File: src/rtl/corner_tracker.sv
// corner_tracker: tracks the four extreme marker hits per frame and starts the transform once they settle.
module corner_tracker #(
  parameter int MIN_HITS      = 16,
  parameter int TOL           = 2,
  parameter int STABLE_FRAMES = 3,
  parameter int DONE_MASK     = 8
) (
  input  logic       clk,
  input  logic       reset_n,
  input  logic       pix_valid,
  input  logic       pix_hit,
  input  logic [9:0] pix_x,
  input  logic [8:0] pix_y,
  input  logic       frame_end,
  input  logic       transform_done,
  output logic [9:0] x1_out,
  output logic [9:0] x2_out,
  output logic [9:0] x3_out,
  output logic [9:0] x4_out,
  output logic [8:0] y1_out,
  output logic [8:0] y2_out,
  output logic [8:0] y3_out,
  output logic [8:0] y4_out,
  output logic       corners_valid,
  output logic       transform_start,
  output logic       busy
);
  localparam int MW = $clog2(DONE_MASK + 2);
  localparam logic [18:0] MIN_H = 19'(MIN_HITS);
  localparam logic [7:0] SF = 8'(STABLE_FRAMES);
  localparam logic [MW-1:0] MASK = MW'(DONE_MASK);
  typedef enum logic {TRACK, BUSY} state_t;
  state_t state, state_nxt;
  // Corner slots: 0 = TL, 1 = BL, 2 = BR, 3 = TR
  logic [3:0][9:0] cx, cx_nxt, px, ox;
  logic [3:0][8:0] cy, cy_nxt, py, oy;
  logic [18:0] hit_cnt, hit_nxt;
  logic [7:0] stable_cnt, sc_nxt;
  logic [MW-1:0] mask;
  logic [3:0] take;
  logic partial, hit, first, stable, valid_frame, release_ok, go;
  function automatic logic [10:0] sum(input logic [9:0] x, input logic [8:0] y);
    return {1'b0, x} + {2'b0, y};
  endfunction
  function automatic logic signed [10:0] dif(input logic [9:0] x, input logic [8:0] y);
    return signed'({1'b0, x} - {2'b0, y});
  endfunction
  function automatic logic near(input logic [9:0] a, input logic [9:0] b);
    return (a > b ? a - b : b - a) <= 10'(TOL);
  endfunction
  assign hit = pix_valid && pix_hit;
  assign first = hit_cnt == '0;
  assign hit_nxt = (hit && hit_cnt != '1) ? hit_cnt + 19'd1 : hit_cnt;
  // Strict compares keep the earliest hit in raster order on ties
  assign take[0] = first || sum(pix_x, pix_y) < sum(cx[0], cy[0]);
  assign take[1] = first || dif(pix_x, pix_y) < dif(cx[1], cy[1]);
  assign take[2] = first || sum(pix_x, pix_y) > sum(cx[2], cy[2]);
  assign take[3] = first || dif(pix_x, pix_y) > dif(cx[3], cy[3]);
  always_comb begin
    cx_nxt = cx;
    cy_nxt = cy;
    stable = 1'b1;
    for (int i = 0; i < 4; i++) begin
      if (hit && take[i]) begin
        cx_nxt[i] = pix_x;
        cy_nxt[i] = pix_y;
      end
      stable &= near(cx_nxt[i], px[i]) && near({1'b0, cy_nxt[i]}, {1'b0, py[i]});
    end
  end
  assign valid_frame = frame_end && !partial && hit_nxt >= MIN_H;
  assign sc_nxt = !frame_end ? stable_cnt :
                  !valid_frame ? 8'd0 :
                  (stable_cnt != '0 && stable) ? (stable_cnt == '1 ? stable_cnt : stable_cnt + 8'd1) : 8'd1;
  assign release_ok = state == BUSY && mask == '0 && transform_done;
  assign go = valid_frame && sc_nxt >= SF && (state == TRACK || release_ok);
  always_comb begin
    state_nxt = state;
    state_nxt = go ? BUSY : release_ok ? TRACK : state;
  end
  always_ff @(posedge clk or negedge reset_n)
    if (!reset_n) state <= TRACK;
    else state <= state_nxt;
  always_ff @(posedge clk or negedge reset_n) begin
    if (!reset_n) begin
      cx <= '0;
      cy <= '0;
      px <= '0;
      py <= '0;
      ox <= '0;
      oy <= '0;
      hit_cnt <= '0;
      stable_cnt <= '0;
      mask <= '0;
      partial <= 1'b1;
      corners_valid <= 1'b0;
      transform_start <= 1'b0;
    end else begin
      hit_cnt <= frame_end ? '0 : hit_nxt;
      cx <= frame_end ? '0 : cx_nxt;
      cy <= frame_end ? '0 : cy_nxt;
      if (frame_end) partial <= 1'b0;
      if (valid_frame) begin
        px <= cx_nxt;
        py <= cy_nxt;
      end
      stable_cnt <= go ? '0 : sc_nxt;
      transform_start <= go;
      if (go) begin
        ox <= cx_nxt;
        oy <= cy_nxt;
        corners_valid <= 1'b1;
        mask <= MASK;
      end else if (mask != '0) mask <= mask - 1'b1;
    end
  end
  assign busy = state == BUSY;
  assign {x1_out, x2_out, x3_out, x4_out} = {ox[0], ox[1], ox[2], ox[3]};
  assign {y1_out, y2_out, y3_out, y4_out} = {oy[0], oy[1], oy[2], oy[3]};
endmodule

File: config.mk
export PLATFORM = sky130hd
export DESIGN_NAME = corner_tracker
export DESIGN_NICKNAME = d
export VERILOG_FILES = /design/src/rtl/corner_tracker.sv
export SDC_FILE = /design/constraint.sdc
export NUM_CORES = 1
export LEC_CHECK = 0
export BUFFER_PORTS_ARGS = -buffer_cell sky130_fd_sc_hd__buf_4
export CAP_MARGIN = 10
export CORE_ASPECT_RATIO = 0.9
export CORE_UTILIZATION = 58
export DETAILED_ROUTE_END_ITERATION = 8
export PLACE_DENSITY = 0.77
export SYNTH_ARGS = -nofsm -noshare
export SYNTH_HDL_FRONTEND = slang
export SYNTH_SLANG_ARGS = --single-unit
File: constraint.sdc
create_clock -name clk -period 9.2 [get_ports clk]
set_input_delay 0.46 -clock clk [delete_from_list [all_inputs] [get_ports clk]]
set_output_delay 0.46 -clock clk [all_outputs]
set_load 0.1 [all_outputs]
==> flow_summary.toml, run 1 <==
[outcome]
outcome = "finished clean"

[timing]
max_slew_margin_pct = 31.0
hold_violations = 0
slew_viol_final = 0
setup_violations = 0
holdWs_ns = 0.365
tightest_slew_ns = 1.03
fmax_ghz = 0.110
finalCriticalPeriod_ns = 9.06
setup_slack_ns = 0.136
skew_ns = 0.0217
fin_crit_sh_pct = 98.5

[power_and_ir_drop]
power_mw = 5.62
powerDensity_nw_per_um2 = 203
ir_drop_v = 0.000177
p_leak_nw = 13.1

[grt]
grt_antenna_before_repair = 1
grt_pass1_vias = 21000
grt_overflow = 0
grtUsageTotal_pct = 38.7
grt_max_degree = 97
grt_pass1_wl_um = 119000

[die]
initial_core_util_pct = 59.2
chipHeight_um = 190
io_pins = 104
core_area_um2 = 38600
die_w_um = 211
dieArea_um2 = 40200
rows = 68

[clock_tree]
cts_tree = "done"
path_clk_slew_ns = 0.06
cts_buffers = 31
root_buffer = "clkbuf_16"
htree_levels = 1
insertion_delay_ns = 0.61
clock-sinks = 263
cts_buffer_depth = 3

[finish]
final_cell_mix = "buf_4 (328), inv_1 (275), dfrtp_1 (259), ha_1 (229), nor2_1 (199)"
utilization_pct = 71.6
nets = 3228
instances_no_fill = 3482
mostFrequentLayoutCell = "buf_4"
fillCellCount = 3032
antenna_cells = 0
areaGrowthSynthToFinish_pct = 20.9
layout-drive-gt1-share_pct = 21.9

[worst_setup_path]
crit_type = "reg2reg"
cp-start-kind = "register"
critPathRequiredTime_ns = 9.67
end_kind = "register"
cpMaxStageDelayCell = "or4_4"
cpPeakStageDelay_ns = 0.57
crit_fanout = 8
worstPathArrival_ns = 9.54

[yosys]
yosysSeqAreaShare_pct = 28.8
synth-edff-count = 0
syn_nets = 2967
synth_seq_cells = 263
syn_avg_cell_area_um2 = 8.55
yosysUniqueCellTypes = 84
syn-cell-area_um2 = 22900
synthArstFlopShare_pct = 100
ys.flop_type = "dfrtp_1"
syn_inst = 2674
yosysWarnings = 0

[route]
via_per_inst = 6.33
route.detailed.drc = 0
first_iter_violations = 2050
drt-wirelength-per-cell_um = 23.2
dr_total_vias = 22000
routed_wl_um = 80600
drtPass1Iterations = 6
ant_nets = 0

[job]
drv_cap = 0

[place]
portBuffers = 103
dp_slack_ns = -0.386
gp_congestion = 1.02
dp.cells = 3404
hpwl_um = 61600

[min_path]
holdCritPathClass = "in2reg"
logic make-up (layout without fill, tap and decap cells):
family,Yosys count,count (layout),synth area share [%]
buffers and inverters,407,690,7.02
adder cells (fa/ha/maj),268,268,15.4
AO/OA/AOI/OAI,696,696,19.8
flip-flops,263,263,28.8
AND/OR/NAND/NOR,768,768,17.1
multiplexers,170,170,8.05
XOR/XNOR,102,102,3.91
stage by stage:
stage | instance area, um^2 | TNS, ns
after floorplan | 22900 | 0
after global placement | 25500 | -16.10
after detailed placement | 25500 | -26.94
after CTS | 26600 | 0
after global routing | 27600 | -7.24
final | 27600 | 0
worst paths after layout:
check                                    from            end  slack [ns]  cells past startpoint
worst max-delay path                    cy[9]      x2_out[2]        0.14                     36
worst min-delay path                frame_end         cx[17]        0.36                      2
worst max register to register          cy[9]      x2_out[2]        0.14                     36
worst min register to register  corners_valid  corners_valid        0.48                      1
max in group asynchronous             reset_n          cy[9]        6.73                      4
min in group asynchronous             reset_n    hit_cnt[17]        0.41                      2
sequential cells by signal, summed over array words and instances, names as in the netlist, 4 cells and up:
signal / flops
mask: 4
y4_out: 9
x3_out: 10
hit_cnt: 19
cx: 40
y1_out: 9
y2_out: 9
x1_out: 10
stable_cnt: 8
py: 36
y3_out: 9
x2_out: 10
cy: 36
px: 40
x4_out: 10
cell type report:
class	instances	area, um^2	area share (%)
clock buffer	41	883	3.20
clock inverter	14	165	0.598
inverter	285	1070	3.87
multi-input combinational	2004	15500	56.1
sequential	263	6590	23.8
tap	525	657	2.38
timing repair buffer	350	2770	10.0
layer usage:
metal  track usage (%)  part of all wire (%)
met5                 0                 0.016
met4              19.7                   5.7
met3              7.95                   8.6
met2              60.9                    45
met1              50.4                    41
where the power goes:
group          switching (mW)  internal (mW)
Sequential             0.0444           1.20
Clock                   0.544          0.755
Combinational            1.83           1.25
Total                    2.42           3.20
synth_stat cells (all sizes together) (7+ instances only):
library cell	number	area share [%]
nand4	37	1.0
o21ai	165	3.6
a21oi	153	3.3
and3	27	0.74
nand2b	18	0.49
and3b	7	0.27
nor2b	25	0.68
a21boi	11	0.36
o21a	32	1.1
dfrtp	262	29
o211ai	18	0.59
xnor2	62	2.4
buf	21	0.68
nand3b	20	0.66
a311oi	9	0.34
nand3	89	2.0
or4	10	0.33
or3	17	0.47
mux2i	58	2.5
ha	247	14
a211oi	38	1.2
xor2	40	1.5
a221oi	14	0.54
mux2	112	5.5
and4	14	0.54
a22oi	8	0.26
nor4b	10	0.38
o31ai	13	0.43
fa	21	1.8
nand2	173	2.8
inv	284	4.7
o21bai	31	1.0
o22ai	10	0.27
o221ai	21	0.80
nor4	23	0.69
a2111oi	7	0.27
nor2	203	3.3
a21o	64	2.1
or2	16	0.44
clkbuf	101	1.7
and2	17	0.47
a211o	7	0.27
a31oi	42	1.1
nor3	40	0.88
repair_timing:
action / 4_1_cts / 5_1_grt
hold endpoints to repair: 66 / 0
cloned: 0 / 2
setup endpoints to repair: 81 / 91
resized for setup: 8 / 157
hold buffers: 1 / 0
pin swaps: 2 / 39
setup buffers: 1 / 19
critical path: cells and delay by family, from the launching register on:
kind            cells  cell delay [ns]
simple gates       12             3.51
compound gates     11             2.35
flops               1             0.48
buf+inv             7             0.96
xor+xnor            1             0.11
fa+ha+maj           4             1.14
mux                 1             0.34
Power figures use the tool's default switching activity.
==> run 2, diff against run 1 <==
--- a/config.mk
+++ b/config.mk
@@ -5,6 +5,7 @@
 export SDC_FILE = /design/constraint.sdc
 export NUM_CORES = 1
 export LEC_CHECK = 0
+export ABC_AREA = 1
 export BUFFER_PORTS_ARGS = -buffer_cell sky130_fd_sc_hd__buf_4
 export CAP_MARGIN = 10
 export CORE_ASPECT_RATIO = 0.9
==> flow_summary.toml, run 2 <==
[outcome]
outcome = "finished clean"

[route]
routed_wl_um = 74400
first_iter_violations = 2244
drtPass1Iterations = 7
ant_nets = 0
dr_total_vias = 22000
drt-wirelength-per-cell_um = 19.8
route.detailed.drc = 0
via_per_inst = 5.84

[die]
initial_core_util_pct = 59.4
die_w_um = 209
core_area_um2 = 37600
rows = 67
io_pins = 104
dieArea_um2 = 39300
chipHeight_um = 188

[clock_tree]
path_clk_slew_ns = 0.06
htree_levels = 1
root_buffer = "clkbuf_16"
cts_setup_buffers = 0
insertion_delay_ns = 0.61
cts_tree = "done"
cts_buffer_depth = 3
clock-sinks = 263
cts_buffers = 30

[worst_setup_path]
crit_type = "reg2reg"
crit_start = "cy[0]"
cp-start-kind = "register"
cpMaxStageDelayCell = "o21ai_0"
end_kind = "register"
reg2reg_from = "cy[0]"
r2r_cells = 51
crit_fanout = 25
critPathRequiredTime_ns = 9.73
cpPeakStageDelay_ns = 0.55
worstPathArrival_ns = 9.13
critPathMostFrequentCell = "nand2_1"

[grt]
grt_pass1_vias = 20800
grt_max_degree = 153
grt_pass1_wl_um = 116000
grt_antenna_before_repair = 1
grt_overflow = 0
grtUsageTotal_pct = 37.7

[timing]
tightest_slew_ns = 1.22
hold_violations = 0
rsz0062_at_grt = "no"
slew_viol_final = 0
finalCriticalPeriod_ns = 8.60
skew_ns = 0.0252
holdWs_ns = 0.300
max_slew_margin_pct = 19.0
fin_crit_sh_pct = 93.5
setup_violations = 0
fin_setup_tns_ns = 0
fmax_ghz = 0.116

[yosys]
synth_seq_cells = 263
syn_inst = 3184
synthArstFlopShare_pct = 100
ys.flop_type = "dfrtp_1"
synth.area.top_cells = "dfrtp_1 (29%), nand2_1 (15%), ha_1 (14%), inv_1 (7.0%), o21ai_0 (5.1%)"
yosysSeqAreaShare_pct = 29.4
synth-edff-count = 0
synth_common_cells = "nand2_1 (871), inv_1 (417), dfrtp_1 (262), nor2_1 (256), ha_1 (247)"
synth_top_area_share_pct = 29.3
syn_nets = 3477
synth_top_area_cell = "dfrtp_1"
yosysUniqueCellTypes = 56
syn_avg_cell_area_um2 = 7.02
yosysWarnings = 0
syn-cell-area_um2 = 22400
yosysMostFrequentCell = "nand2_1"

[min_path]
min_path_cells = 3
hp-start = "pix_x[1]"
holdCritPathClass = "in2reg"

[job]
drv_cap = 0

[power_and_ir_drop]
powerDensity_nw_per_um2 = 214
ir_drop_v = 0.000159
switching_power_mw = 2.50
p_sw_share_pct = 47.2
p_leak_nw = 13.4
p_clk_share_pct = 23.9
p_seq_share_pct = 24.4
power.internal_mw = 2.80
combPwrFrac_pct = 51.6

[finish]
nets = 3552
areaGrowthSynthToFinish_pct = 10.9
final_cell_mix = "nand2_1 (869), inv_1 (417), dfrtp_1 (262), nor2_1 (256), ha_1 (246)"
fillCellCount = 3351
antenna_cells = 0
layout-drive-gt1-share_pct = 8.65
reg_top3 = "cx: 40 flops, px: 40 flops"
mostFrequentLayoutCell = "nand2_1"

[place]
portBuffers = 103
gp_congestion = 1.02
hpwl_um = 58200
-- run 2: cell types whose count changed after synthesis, moves of 47 or more --
cell	previous run	this run
inv_1	284	417
mux2_2	103	0
mux2i_1	58	0
nand2_1	173	871
nand4_1	37	114
nor2_1	203	256
o21ai_0	161	228
xor2_1	40	87
-- run 2: per-layer routing --
metal / track usage (%) / up-vias / share of wire [%]
met5: 0 / - / 0
met4: 16.5 / 0 / 4.8
met3: 7.10 / 181 / 9.0
met2: 61.1 / 952 / 45
met1: 49.2 / 10400 / 41
li1: - / 10400 / -
-- run 2: path summary, 6_finish.rpt --
path | end | slack, ns
hold / removal | cx[11] | 0.30
max in group asynchronous | y1_out[4] | 7.38
setup / recovery | y4_out[1] | 0.60
setup reg to reg | y4_out[1] | 0.60
hold reg to reg | partial | 0.44
min in group asynchronous | px[30] | 0.44
-- run 2: final cells by class --
class / instances / area, um^2 / share of cell area, %
tap: 483 / 604 / 2.44
inverter: 450 / 1690 / 6.81
timing repair buffer: 157 / 1290 / 5.20
sequential: 263 / 6580 / 26.5
multi-input combinational: 2357 / 13600 / 54.8
clock buffer: 37 / 837 / 3.37
clock inverter: 19 / 204 / 0.822
-- run 2: kinds of logic (layout without fill, tap and decap cells) --
logic type      Yosys count  after routing  share of synthesized area (%)
compound gates          534            534                           13.4
xor+xnor                114            114                           4.47
fa+ha+maj               268            268                           15.7
buf+inv                 564            663                           9.85
flops                   263            263                           29.4
simple gates           1441           1441                           27.2
-- run 2: power groups by stage --
stage | combinational, mW | sequential [mW] | clock [mW]
after global routing | 3.03 | 1.30 | 1.32
after floorplan | 1.83 | 1.39 | 0
final | 2.74 | 1.30 | 1.27
after detailed placement | 2.65 | 1.31 | 0
after CTS | 2.67 | 1.29 | 1.27
after global placement | 2.61 | 1.31 | 0
-- run 2: critical path, delay by kind of cell (launching register included) --
family	cells	cell delay, ns
simple gates	32	3.60
compound gates	10	1.99
fa+ha+maj	4	1.39
buf+inv	4	0.79
flops	1	0.42
xor+xnor	1	0.27
-- run 2: what timing repair did --
action                     4_1_cts  5_1_grt
setup endpoints to repair        0       91
resized for setup                0        7
hold endpoints to repair        31        0
hold buffers                     1        0
-- run 2: per-stage QoR --
step                      instance area (um^2)  power, mW  worst slack, ns  cells  utilization (%)
after floorplan                          22400       3.22             2.26   3184                -
after global placement                   23700       3.92           0.0445   3709             63.1
after detailed placement                 23700       3.96          -0.0430   3709             63.1
after CTS                                24800       5.23            0.380   3766             65.9
after global routing                     24800       5.64           0.0410   3766             65.9
final                                    24800       5.30            0.596   3766             65.9
